File: src/rtl/iir_out_buffer_if.sv
// iir_out_buffer_if: producer/consumer bundle around the IIR output buffer.
// slave is the buffer side, master is the environment driving samples and ready.
interface iir_out_buffer_if #(
    parameter int NB    = 12,
    parameter int DEPTH = 8
);
    logic                       vIn;
    logic [NB:0]                dIn;
    logic                       rdy;
    logic                       clr_ovf;
    logic                       vOut;
    logic [NB:0]                dOut;
    logic                       full;
    logic                       empty;
    logic [$clog2(DEPTH):0]     count;
    logic                       ovf;

    modport slave  (input  vIn, dIn, rdy, clr_ovf,
                    output vOut, dOut, full, empty, count, ovf);
    modport master (output vIn, dIn, rdy, clr_ovf,
                    input  vOut, dOut, full, empty, count, ovf);
endinterface

File: src/rtl/iir_out_buffer.sv
// iir_out_buffer: elastic FIFO after iir_filter; absorbs consumer back-pressure,
// drops samples when full and flags them on a sticky overflow bit.
module iir_out_buffer #(
    parameter int NB    = 12,
    parameter int DEPTH = 8
) (
    input logic               clk,
    input logic               rst_n,
    iir_out_buffer_if.slave   bus
);
    localparam int AW = $clog2(DEPTH);

    logic [NB:0]   mem [DEPTH];
    logic [AW-1:0] wp_q, wp_d, rp_q, rp_d;
    logic [AW:0]   count_q, count_d;
    logic          ovf_q, ovf_d;
    logic          full, empty, push, pop, drop;

    // A full buffer still accepts when the head leaves in the same cycle.
    always_comb begin
        full    = count_q == (AW+1)'(DEPTH);
        empty   = count_q == '0;
        pop     = !empty && bus.rdy;
        push    = bus.vIn && (!full || pop);
        drop    = bus.vIn && full && !bus.rdy;
        wp_d    = push ? wp_q + 1'b1 : wp_q;
        rp_d    = pop ? rp_q + 1'b1 : rp_q;
        count_d = count_q + (AW+1)'(push) - (AW+1)'(pop);
        ovf_d   = drop || (ovf_q && !bus.clr_ovf);
    end

    always_ff @(posedge clk or negedge rst_n) begin
        if (!rst_n) begin
            wp_q    <= '0;
            rp_q    <= '0;
            count_q <= '0;
            ovf_q   <= 1'b0;
        end else begin
            wp_q    <= wp_d;
            rp_q    <= rp_d;
            count_q <= count_d;
            ovf_q   <= ovf_d;
        end
    end

    always_ff @(posedge clk) begin
        if (push) mem[wp_q] <= bus.dIn;
    end

    assign bus.vOut  = !empty;
    assign bus.dOut  = empty ? '0 : mem[rp_q];
    assign bus.full  = full;
    assign bus.empty = empty;
    assign bus.count = count_q;
    assign bus.ovf   = ovf_q;
endmodule

File: src/flat_wrapper.sv
// flat-port wrapper written by rule: the top's interface ports become plain ports
module iir_out_buffer_flat 
#(
    parameter int NB    = 12,
    parameter int DEPTH = 8
)
  (clk, rst_n, bus_vIn, bus_dIn, bus_rdy, bus_clr_ovf, bus_vOut, bus_dOut, bus_full, bus_empty, bus_count, bus_ovf);
  iir_out_buffer_if #(.NB(NB), .DEPTH(DEPTH)) bus_i ();
  input logic clk;
  input logic rst_n;
  input wire logic [$bits(bus_i.vIn)-1:0] bus_vIn;
  input wire logic [$bits(bus_i.dIn)-1:0] bus_dIn;
  input wire logic [$bits(bus_i.rdy)-1:0] bus_rdy;
  input wire logic [$bits(bus_i.clr_ovf)-1:0] bus_clr_ovf;
  output wire logic [$bits(bus_i.vOut)-1:0] bus_vOut;
  output wire logic [$bits(bus_i.dOut)-1:0] bus_dOut;
  output wire logic [$bits(bus_i.full)-1:0] bus_full;
  output wire logic [$bits(bus_i.empty)-1:0] bus_empty;
  output wire logic [$bits(bus_i.count)-1:0] bus_count;
  output wire logic [$bits(bus_i.ovf)-1:0] bus_ovf;
  assign bus_i.vIn = bus_vIn;
  assign bus_i.dIn = bus_dIn;
  assign bus_i.rdy = bus_rdy;
  assign bus_i.clr_ovf = bus_clr_ovf;
  assign bus_vOut = bus_i.vOut;
  assign bus_dOut = bus_i.dOut;
  assign bus_full = bus_i.full;
  assign bus_empty = bus_i.empty;
  assign bus_count = bus_i.count;
  assign bus_ovf = bus_i.ovf;
  iir_out_buffer #(.NB(NB), .DEPTH(DEPTH)) u_core (.clk(clk), .rst_n(rst_n), .bus(bus_i));
endmodule
File: config.mk
export PLATFORM = sky130hd
export DESIGN_NAME = iir_out_buffer_flat
export DESIGN_NICKNAME = d
export VERILOG_FILES = /design/src/rtl/iir_out_buffer_if.sv /design/src/rtl/iir_out_buffer.sv /design/src/flat_wrapper.sv
export SDC_FILE = /design/constraint.sdc
export NUM_CORES = 1
export LEC_CHECK = 0
export ABC_AREA = 1
export CORE_AREA = 2 2 112 114
export CTS_CLUSTER_SIZE = 8
export DETAILED_ROUTE_END_ITERATION = 6
export DIE_AREA = 0 0 114 116
export MAX_ROUTING_LAYER = met4
export SLEW_MARGIN = 20
export SYNTH_ARGS = -nofsm -noshare
export SYNTH_HDL_FRONTEND = slang
export SYNTH_SLANG_ARGS = --single-unit
File: constraint.sdc
create_clock -name clk -period 3.1 [get_ports clk]
set_clock_uncertainty 0.2 [all_clocks]
set_input_delay 0.93 -clock clk [delete_from_list [all_inputs] [get_ports clk]]
set_output_delay 0.93 -clock clk [all_outputs]
set_load 0.1 [all_outputs]
==> flow_summary.json, run 1 <==
{
  "layout.cell_area.non_filler_mm2": 0.006634,
  "post_route_cells_drive_above_1_share_pct": 15.47,
  "accumulated_negative_setup_slack_ns": 0,
  "detail_route.vias_per_cell": 4.713,
  "start_util_pct": 44.61,
  "antenna_found_initial": 0,
  "synth.ff_latch_count": 115,
  "layout.core_utilization_pct": 55.69,
  "min_path_type": "reg2reg",
  "post_synth_top_area_cell": "edfxtp_1",
  "timing.max_cap.violations": 0,
  "final.period_utilization_pct": 96.48,
  "slowest_delay_ns": 0.48,
  "post-synth-top-area-fraction_pct": 58.77,
  "yosys_warnings": 0,
  "synth_nets": 559,
  "design.die.area_mm2": 0.01322,
  "cts_hold_buf": 0,
  "cp.required_ns": 1.97,
  "grt_start_max_net_pins": 31,
  "worstPathArrival_ns": 1.86,
  "core_mm2": 0.01191,
  "drc": 0,
  "syn-cell-area_mm2": 0.005314,
  "ioPinCount": 39,
  "critical_path.startpoint_type": "flip-flop",
  "floorplan.die.width_um": 114,
  "critPathSlowestCell": "dfrtp_4",
  "worst_skew_pair.late_latency_ns": 0.41,
  "n_fill_cell": 1007,
  "critPathKind": "reg2out",
  "gp_congestion": 0.7733,
  "wirelength_um": 10830,
  "num_vias": 3525,
  "h-tree-depth": 4,
  "antenna_viol_nets_final": 0,
  "synthTopCellsByArea": "edfxtp_1 59%, nand2_1 10%, inv_1 8.4%",
  "wire_length_of_the_first_global_routing_pass_um": 17090,
  "dp.final_hpwl_um": 6367,
  "final_max_slew_viol_count": 0,
  "postSynthAreaPerCell_um2": 9.988,
  "floorplan.rows": 40,
  "cts-root-buf": "clkbuf_16",
  "worstMarginPinSlew_ns": 0.5409,
  "synth_sequential_area_ratio_pct": 63.95,
  "die_height_um": 116,
  "maximum_number_of_buffers_from_clock_root_to_sink": 2,
  "global_route.overflow_total": 0,
  "drtPass1Iterations": 4,
  "nNetsFinal": 615,
  "fmax_ghz": 0.3344,
  "rsz0062_at_grt": "no",
  "diodes": 0,
  "status": "completed",
  "timing.critical_path.cells": "inv_2 -> ha_1 -> nand3_4 -> nand2_1 -> nor2_4 -> buf_12",
  "timing.slew.headroom_pct": 63.83,
  "placed_cell_area_mm2": 0.006091,
  "final_period_minus_worst_setup_slack_ns": 2.991,
  "cts_buffers": 17,
  "cp-end-kind": "output port",
  "portBuffers": 38,
  "tritoncts": "done",
  "syn_inst": 532,
  "first_global_vias": 3436,
  "wl_per_cell_um": 14.48,
  "clock_slew_seen_by_the_registers_of_the_worst_setup_and_hold_paths_ns": 0.05,
  "report.final.setup_viol": 0,
  "detail_route.iter0.violations": 201,
  "hold_violations": 0,
  "yosysUniqueCellTypes": 22,
  "clock-sinks": 115,
  "worst-path-max-fanout": 16,
  "area_delta_synth_final_pct": 24.84,
  "track_usage_pct": 18.52
}
[through the flow]
| stage | setup WS [ns] | std cells | hold slack (ns) |
|---|---|---|---|
| finish | 0.1092 | 748 | 0.3376 |
| floorplan | 0.01952 | 532 | 0.3451 |
| detailed placement | 0.08007 | 714 | 0.3254 |
| CTS | 0.01540 | 746 | 0.3379 |
| global route | 0.01869 | 748 | 0.3755 |
| global placement | 0.1476 | 714 | 0.3150 |
[area by class of cell]
class,instances,area [µm²],area share [%]
clock buffers,26,489.2,7.375
clock inverters,6,28.78,0.4338
inverters,121,464.2,6.997
multi-input cells,275,1376,20.75
flip-flops and latches,115,3410,51.40
well taps,147,183.9,2.773
repair buffers,58,681.9,10.28
[worst paths after layout]
path,start,to,slack [ns],depth (start not counted)
max in group asynchronous,rst_n,u_core.bus.count[2],1.62,1
setup / recovery,u_core.bus.count[2],bus_dOut[4],0.11,6
hold reg to reg,u_core.rp_q[2],u_core.rp_q[2],0.34,2
setup reg to reg,u_core.bus.count[2],u_core.bus.count[2],0.34,12
hold / removal,u_core.rp_q[2],u_core.rp_q[2],0.34,2
min in group asynchronous,rst_n,u_core.bus.count[1],0.67,1
[layer usage]
layer | wire [µm] | vias to the layer above | GRT usage [%]
li1 | - | 1777 | -
met1 | 4842 | 1641 | 20.99
met2 | 5295 | 81 | 30.24
met3 | 450 | 26 | 4.916
met4 | 245 | 0 | 9.837
met5 | 0 | - | -
[flip-flops by register name, indices dropped and copies added, names as in the netlist]
register,cells
u_core.rp_q,3
u_core.bus.ovf,1
u_core.wp_q,3
u_core.mem,104
u_core.bus.count,4
[kinds of logic after synthesis]
group / after synthesis / share of synthesized area (%)
AO/OA/AOI/OAI: 4 / 0.4003
buffers and inverters: 142 / 11.51
adder cells (fa/ha/maj): 9 / 2.261
XOR/XNOR: 5 / 0.8243
flip-flops: 115 / 63.95
AND/OR/NAND/NOR: 257 / 21.05
[repair_timing]
| item | in CTS | in global routing |
|---|---|---|
| setup endpoints to repair | 0 | 8 |
| resized for setup | 0 | 4 |
| setup buffers | 0 | 2 |
[critical path: cells and delay by family (launching register included)]
| kind | cells | cell delay, ns |
|---|---|---|
| simple gates | 3 | 0.53 |
| flops | 1 | 0.48 |
| buf+inv | 2 | 0.24 |
| fa+ha+maj | 1 | 0.19 |
[Yosys cell counts]
| cell | number |
|---|---|
| nand2_1 | 145 |
| buf_4 | 5 |
| nor3b_4 | 1 |
| buf_1 | 1 |
| edfxtp_1 | 104 |
| buf_2 | 8 |
| fa_1 | 1 |
| nand3_1 | 71 |
| o21ai_0 | 2 |
| xnor2_1 | 3 |
| inv_4 | 2 |
| nand2_4 | 3 |
| dfrtp_1 | 11 |
| ha_1 | 8 |
| clkbuf_1 | 1 |
| xor2_1 | 2 |
| a21oi_1 | 1 |
| nand3_4 | 2 |
| inv_1 | 119 |
| buf_6 | 6 |
| o22ai_1 | 1 |
| nor2_1 | 35 |
[cell usage in the layout (no fill, tap or decap), drive strengths merged]
cell type	netlist	layout
a21oi	1	1
buf	20	41
clkbuf	1	26
clkdlybuf4s50	0	17
clkinv	0	6
dfrtp	11	11
edfxtp	104	104
fa	1	1
ha	8	8
inv	121	121
nand2	148	148
nand3	73	73
nor2	35	35
nor3b	1	1
o21ai	2	2
o22ai	1	1
xnor2	3	3
xor2	2	2
Power of run 1 is not shown: default switching activity piles up to over one toggle a cycle in this logic, so the estimate is an artifact.
==> run 2: changes to the inputs <==
Settings changed: CAP_MARGIN set to 10, CORE_AREA 2 2 112 114 to 2 2 114 198, DIE_AREA 0 0 114 116 to 0 0 116 200.
==> run 2 against run 1 <==
  * Non-clock buffer count is 1 higher
  * Routed wire length increased by 5.6%
  * Sequential cell count did not move
  * Die area grew 75%
  * First-iteration DRC count increased by 28%
  * Count of clock-buffer cells in the layout decreased by 1
  * Worst setup slack improved by 0.017 ns
  * Critical path depth up 2
  * Sequential share of layout area fell by 2.2 points
  * Maximum frequency increased by 0.58%
==> flow_summary.json, run 2 (synthesis results as in run 1) <==
{
  "global_route.overflow_total": 0,
  "first_global_vias": 3444,
  "fmax_ghz": 0.3363,
  "floorplan.rows": 71,
  "wirelength_um": 11440,
  "worst-path-max-fanout": 10,
  "gp_congestion": 0.7532,
  "worstPathArrival_ns": 1.84,
  "worst_skew_pair.late_latency_ns": 0.41,
  "final.period_utilization_pct": 95.92,
  "detail_route.iter0.violations": 258,
  "tritoncts": "done",
  "layout_commonest_cell": "nand2_1",
  "largest_reg_flops": 104,
  "area_delta_synth_final_pct": 30.49,
  "multi_input_comb_area_mm2": 0.001376,
  "dp.final_hpwl_um": 7133,
  "drc": 0,
  "accumulated_negative_setup_slack_ns": 0,
  "cts-root-buf": "clkbuf_16",
  "antenna_viol_nets_final": 0,
  "clock_slew_seen_by_the_registers_of_the_worst_setup_and_hold_paths_ns": 0.05,
  "cts_buffers": 17,
  "drtPass1Iterations": 5,
  "num_vias": 3537,
  "timing.max_cap.violations": 0,
  "wire_length_of_the_first_global_routing_pass_um": 18190,
  "hold_violations": 0,
  "final-seq-area_mm2": 0.003410,
  "design.die.area_mm2": 0.02320,
  "critPathKind": "reg2out",
  "floorplan.die.width_um": 116,
  "die_height_um": 200,
  "worst_r2r_path_depth": 12,
  "start_util_pct": 24.72,
  "post_route_cells_drive_above_1_share_pct": 15.92,
  "nNetsFinal": 617,
  "antenna_found_initial": 0,
  "timing.slew.headroom_pct": 65.63,
  "clock-sinks": 115,
  "maximum_number_of_buffers_from_clock_root_to_sink": 2,
  "portBuffers": 38,
  "report.final.setup_viol": 0,
  "min_path_type": "reg2reg",
  "n_fill_cell": 2217,
  "ioPinCount": 39,
  "most-common-layout-cells": "145 x nand2_1, 118 x inv_1, 104 x edfxtp_1",
  "final_period_minus_worst_setup_slack_ns": 2.974,
  "cp.required_ns": 1.97,
  "core_mm2": 0.02150,
  "grt_start_max_net_pins": 54,
  "track_usage_pct": 10.90,
  "worstMarginPinSlew_ns": 0.5140,
  "rsz0062_at_grt": "no",
  "timing.hold.ws_ns": 0.3407,
  "largest_register": "u_core.mem",
  "wl_per_cell_um": 12.77,
  "h-tree-depth": 4,
  "status": "completed",
  "final_max_slew_viol_count": 0,
  "whs_path_depth": 2,
  "critical_path.startpoint_type": "flip-flop",
  "detail_route.vias_per_cell": 3.948,
  "cp-end-kind": "output port"
}
==> run 2: changes by cell type in the layout (fill, tap and decap cells not counted) <==
cell	delta
clkbuf_1	-2
bufinv_16	+2
clkinv_4	+1
buf_6	-1
inv_8	-1
clkinv_1	+1
clkinv_2	-1
diode_2	+1
clkbuf_8	+1
buf_4	-2
buf_12	+4
==> run 2: critical path: stages (launching register included) <==
cell and delay (ns):
dfrtp_2 0.44, buf_12 0.12, clkinv_2 0.17, nand2_1 0.11, nand3_1 0.08, nand3_1 0.10
nand2_1 0.08, nor2_2 0.15, buf_12 0.19
==> run 2: path summary, 6_finish.rpt <==
check,slack (ns),end,start
setup / recovery,0.13,bus_dOut[0],u_core.rp_q[0]
hold reg to reg,0.34,u_core.rp_q[2],u_core.rp_q[2]
hold / removal,0.34,u_core.rp_q[2],u_core.rp_q[2]
setup reg to reg,0.56,u_core.bus.count[1],u_core.bus.count[2]
max in group asynchronous,1.64,u_core.bus.count[3],rst_n
min in group asynchronous,0.66,u_core.rp_q[2],rst_n
==> run 2: layout make-up <==
type | count | share of cell area [%]
Tap cell | 292 | 5.269
Timing Repair inverter | 1 | 0.07218
Sequential cell | 115 | 49.17
Inverter | 121 | 6.658
Clock buffer | 25 | 7.145
Multi-Input combinational cell | 275 | 19.85
Timing Repair Buffer | 59 | 10.61
Antenna cell | 1 | 0.03609
Clock inverter | 7 | 1.191
==> run 2: stage by stage <==
stage | instances | instance area (µm²) | util, % | setup WS [ns]
finish | 896 | 6934 | 32.25 | 0.1264
detailed placement | 856 | 6275 | 29.19 | 0.07723
global placement | 856 | 6275 | 29.19 | 0.1236
floorplan | 532 | 5404 | - | 0.01952
CTS | 888 | 6853 | 31.88 | 0.004164
global route | 895 | 6932 | 32.24 | 0.007726
==> run 2: per-layer routing <==
layer	wire, µm	track usage, %	up-vias
li1	-	-	1783
met1	4613	11.80	1680
met2	6410	18.67	64
met3	241	2.114	10
met4	175	5.864	0
met5	0	-	-
==> run 2: what timing repair did <==
action / in CTS / in global routing
buffers inserted: 0 / 6
gates resized for setup: 0 / 3
endpoints found under the setup margin: 0 / 13
hold buffers: 0 / 0
Power of run 2 is left out for the same reason.
==> run 3: changes to the inputs <==
Settings changed: CELL_PAD_IN_SITES_DETAIL_PLACEMENT set to 1, CELL_PAD_IN_SITES_GLOBAL_PLACEMENT set to 1, PLACE_DENSITY_LB_ADDON set to 0.1.
==> run 3 against run 2 <==
  * Via count increased by 2.3%
  * Worst setup slack got worse by 0.0058 ns
  * Register-to-register slack about the same
  * Final area increased by 0.13%
  * Core utilization about the same
  * Routed wire length increased by 24%
  * Count of clock-buffer cells in the layout decreased by 7
  * First-iteration DRC count decreased by 43%
  * Cell count decreased by 0.67%
  * Sequential share of layout area decreased by 0.062 points
==> flow_summary.json, run 3 (synthesis results as in run 1) <==
{
  "timing.slew.headroom_pct": 61.23,
  "worst_skew_pair.late_latency_ns": 0.41,
  "floorplan.rows": 71,
  "status": "completed",
  "final_period_minus_worst_setup_slack_ns": 2.979,
  "num_vias": 3619,
  "cts_buffers": 17,
  "dp.final_hpwl_um": 8324,
  "start_util_pct": 24.72,
  "wirelength_um": 14200,
  "nNetsFinal": 615,
  "antenna_viol_nets_final": 0,
  "worst-path-max-fanout": 14,
  "clock_slew_seen_by_the_registers_of_the_worst_setup_and_hold_paths_ns": 0.05,
  "tritoncts": "done",
  "report.final.setup_viol": 0,
  "worstMarginPinSlew_ns": 0.5797,
  "routed-wl-met3_um": 400,
  "wirelength_met1_um": 5575,
  "floorplan.die.width_um": 116,
  "wire_length_of_the_first_global_routing_pass_um": 22120,
  "most-common-layout-cells": "145 x nand2_1, 118 x inv_1, 104 x edfxtp_1",
  "wl_per_cell_um": 15.96,
  "largest_reg_flops": 104,
  "dp_cells": 855,
  "die_height_um": 200,
  "post_route_cells_drive_above_1_share_pct": 15.22,
  "min_path_type": "reg2reg",
  "final.period_utilization_pct": 96.11,
  "gp_congestion": 0.7018,
  "cts-root-buf": "clkbuf_16",
  "clock-sinks": 115,
  "largest_register": "u_core.mem",
  "worstPathArrival_ns": 1.85,
  "core_mm2": 0.02150,
  "antenna_found_initial": 0,
  "critPathKind": "reg2out",
  "timing.hold.ws_ns": 0.3567,
  "global_route.overflow_total": 0,
  "layout_commonest_cell": "nand2_1",
  "detail_route.iter0.violations": 148,
  "hold_violations": 0,
  "maximum_number_of_buffers_from_clock_root_to_sink": 2,
  "met2_length_um": 8014,
  "drtPass1Iterations": 4,
  "grt_start_max_net_pins": 54,
  "critical_path.startpoint_type": "flip-flop",
  "final_max_slew_viol_count": 0,
  "timing.max_cap.violations": 0,
  "track_usage_pct": 13.54,
  "area_delta_synth_final_pct": 30.66,
  "cts_hold_buf": 0,
  "h-tree-depth": 4,
  "first_global_vias": 3969,
  "cp.required_ns": 1.97,
  "detail_route.vias_per_cell": 4.066,
  "design.die.area_mm2": 0.02320,
  "portBuffers": 38,
  "fmax_ghz": 0.3356,
  "drc": 0,
  "finish.cell_count_without_fillers": 890,
  "ioPinCount": 39,
  "cp-end-kind": "output port",
  "diodes": 0,
  "rsz0062_at_grt": "yes",
  "highest_layer": "met4"
}
==> run 3: final timing paths <==
check | slack, ns | depth (start not counted) | endpoint | from
worst max-delay path | 0.12 | 8 | bus_dOut[2] | u_core.rp_q[0]
worst min register to register | 0.36 | 2 | u_core.bus.ovf | u_core.bus.ovf
worst max register to register | 0.57 | 12 | u_core.bus.count[2] | u_core.bus.count[2]
max in group asynchronous | 1.58 | 1 | u_core.bus.count[2] | rst_n
min in group asynchronous | 0.69 | 1 | u_core.bus.count[3] | rst_n
worst min-delay path | 0.36 | 2 | u_core.bus.ovf | u_core.bus.ovf
==> run 3: repair_timing <==
| action | 4_1_cts | 5_1_grt |
|---|---|---|
| pin swaps | 0 | 0 |
| setup buffers | 2 | 1 |
| endpoints found under the setup margin | 13 | 9 |
| gates cloned | 1 | 2 |
| resized for setup | 3 | 3 |
==> run 3: final cells by class <==
| type | instances | area [µm²] |
|---|---|---|
| clock buffer | 18 | 429.2 |
| clock inverter | 11 | 48.80 |
| fill | 2478 | 14560 |
| inverter | 121 | 464.2 |
| multi-input combinational | 275 | 1381 |
| sequential | 115 | 3410 |
| tap | 292 | 365.4 |
| timing repair buffer | 57 | 838.3 |
| timing repair inverter | 1 | 6.256 |
==> run 3: metal layers <==
metal  track usage [%]  up-vias
met4             4.233        0
met2             24.76       51
met1             14.32     1782
met3             3.050       15
li1                  -     1771
met5                 -        -
==> run 3: critical path, cell delays in order, from the launching register on <==
cell       delay, ns
dfrtp_2         0.49
inv_8           0.11
clkbuf_16       0.20
nand2_1         0.07
nand3_1         0.07
nand3_1         0.08
nand2_1         0.06
nor2_2          0.16
buf_12          0.20
==> run 3: through the flow <==
step           instance area, µm²  utilization [%]   TNS [ns]  setup slack (ns)
4_1_cts                      6873            31.97          0           0.03498
3_3_place_gp                 6355            29.56          0           0.09767
6_report                     6943            32.30          0            0.1205
2_1_floorplan                5404                -          0           0.01952
3_5_place_dp                 6355            29.56          0           0.02525
5_1_grt                      6943            32.30  -0.002375         -0.002375
Power of run 3 is left out for the same reason.
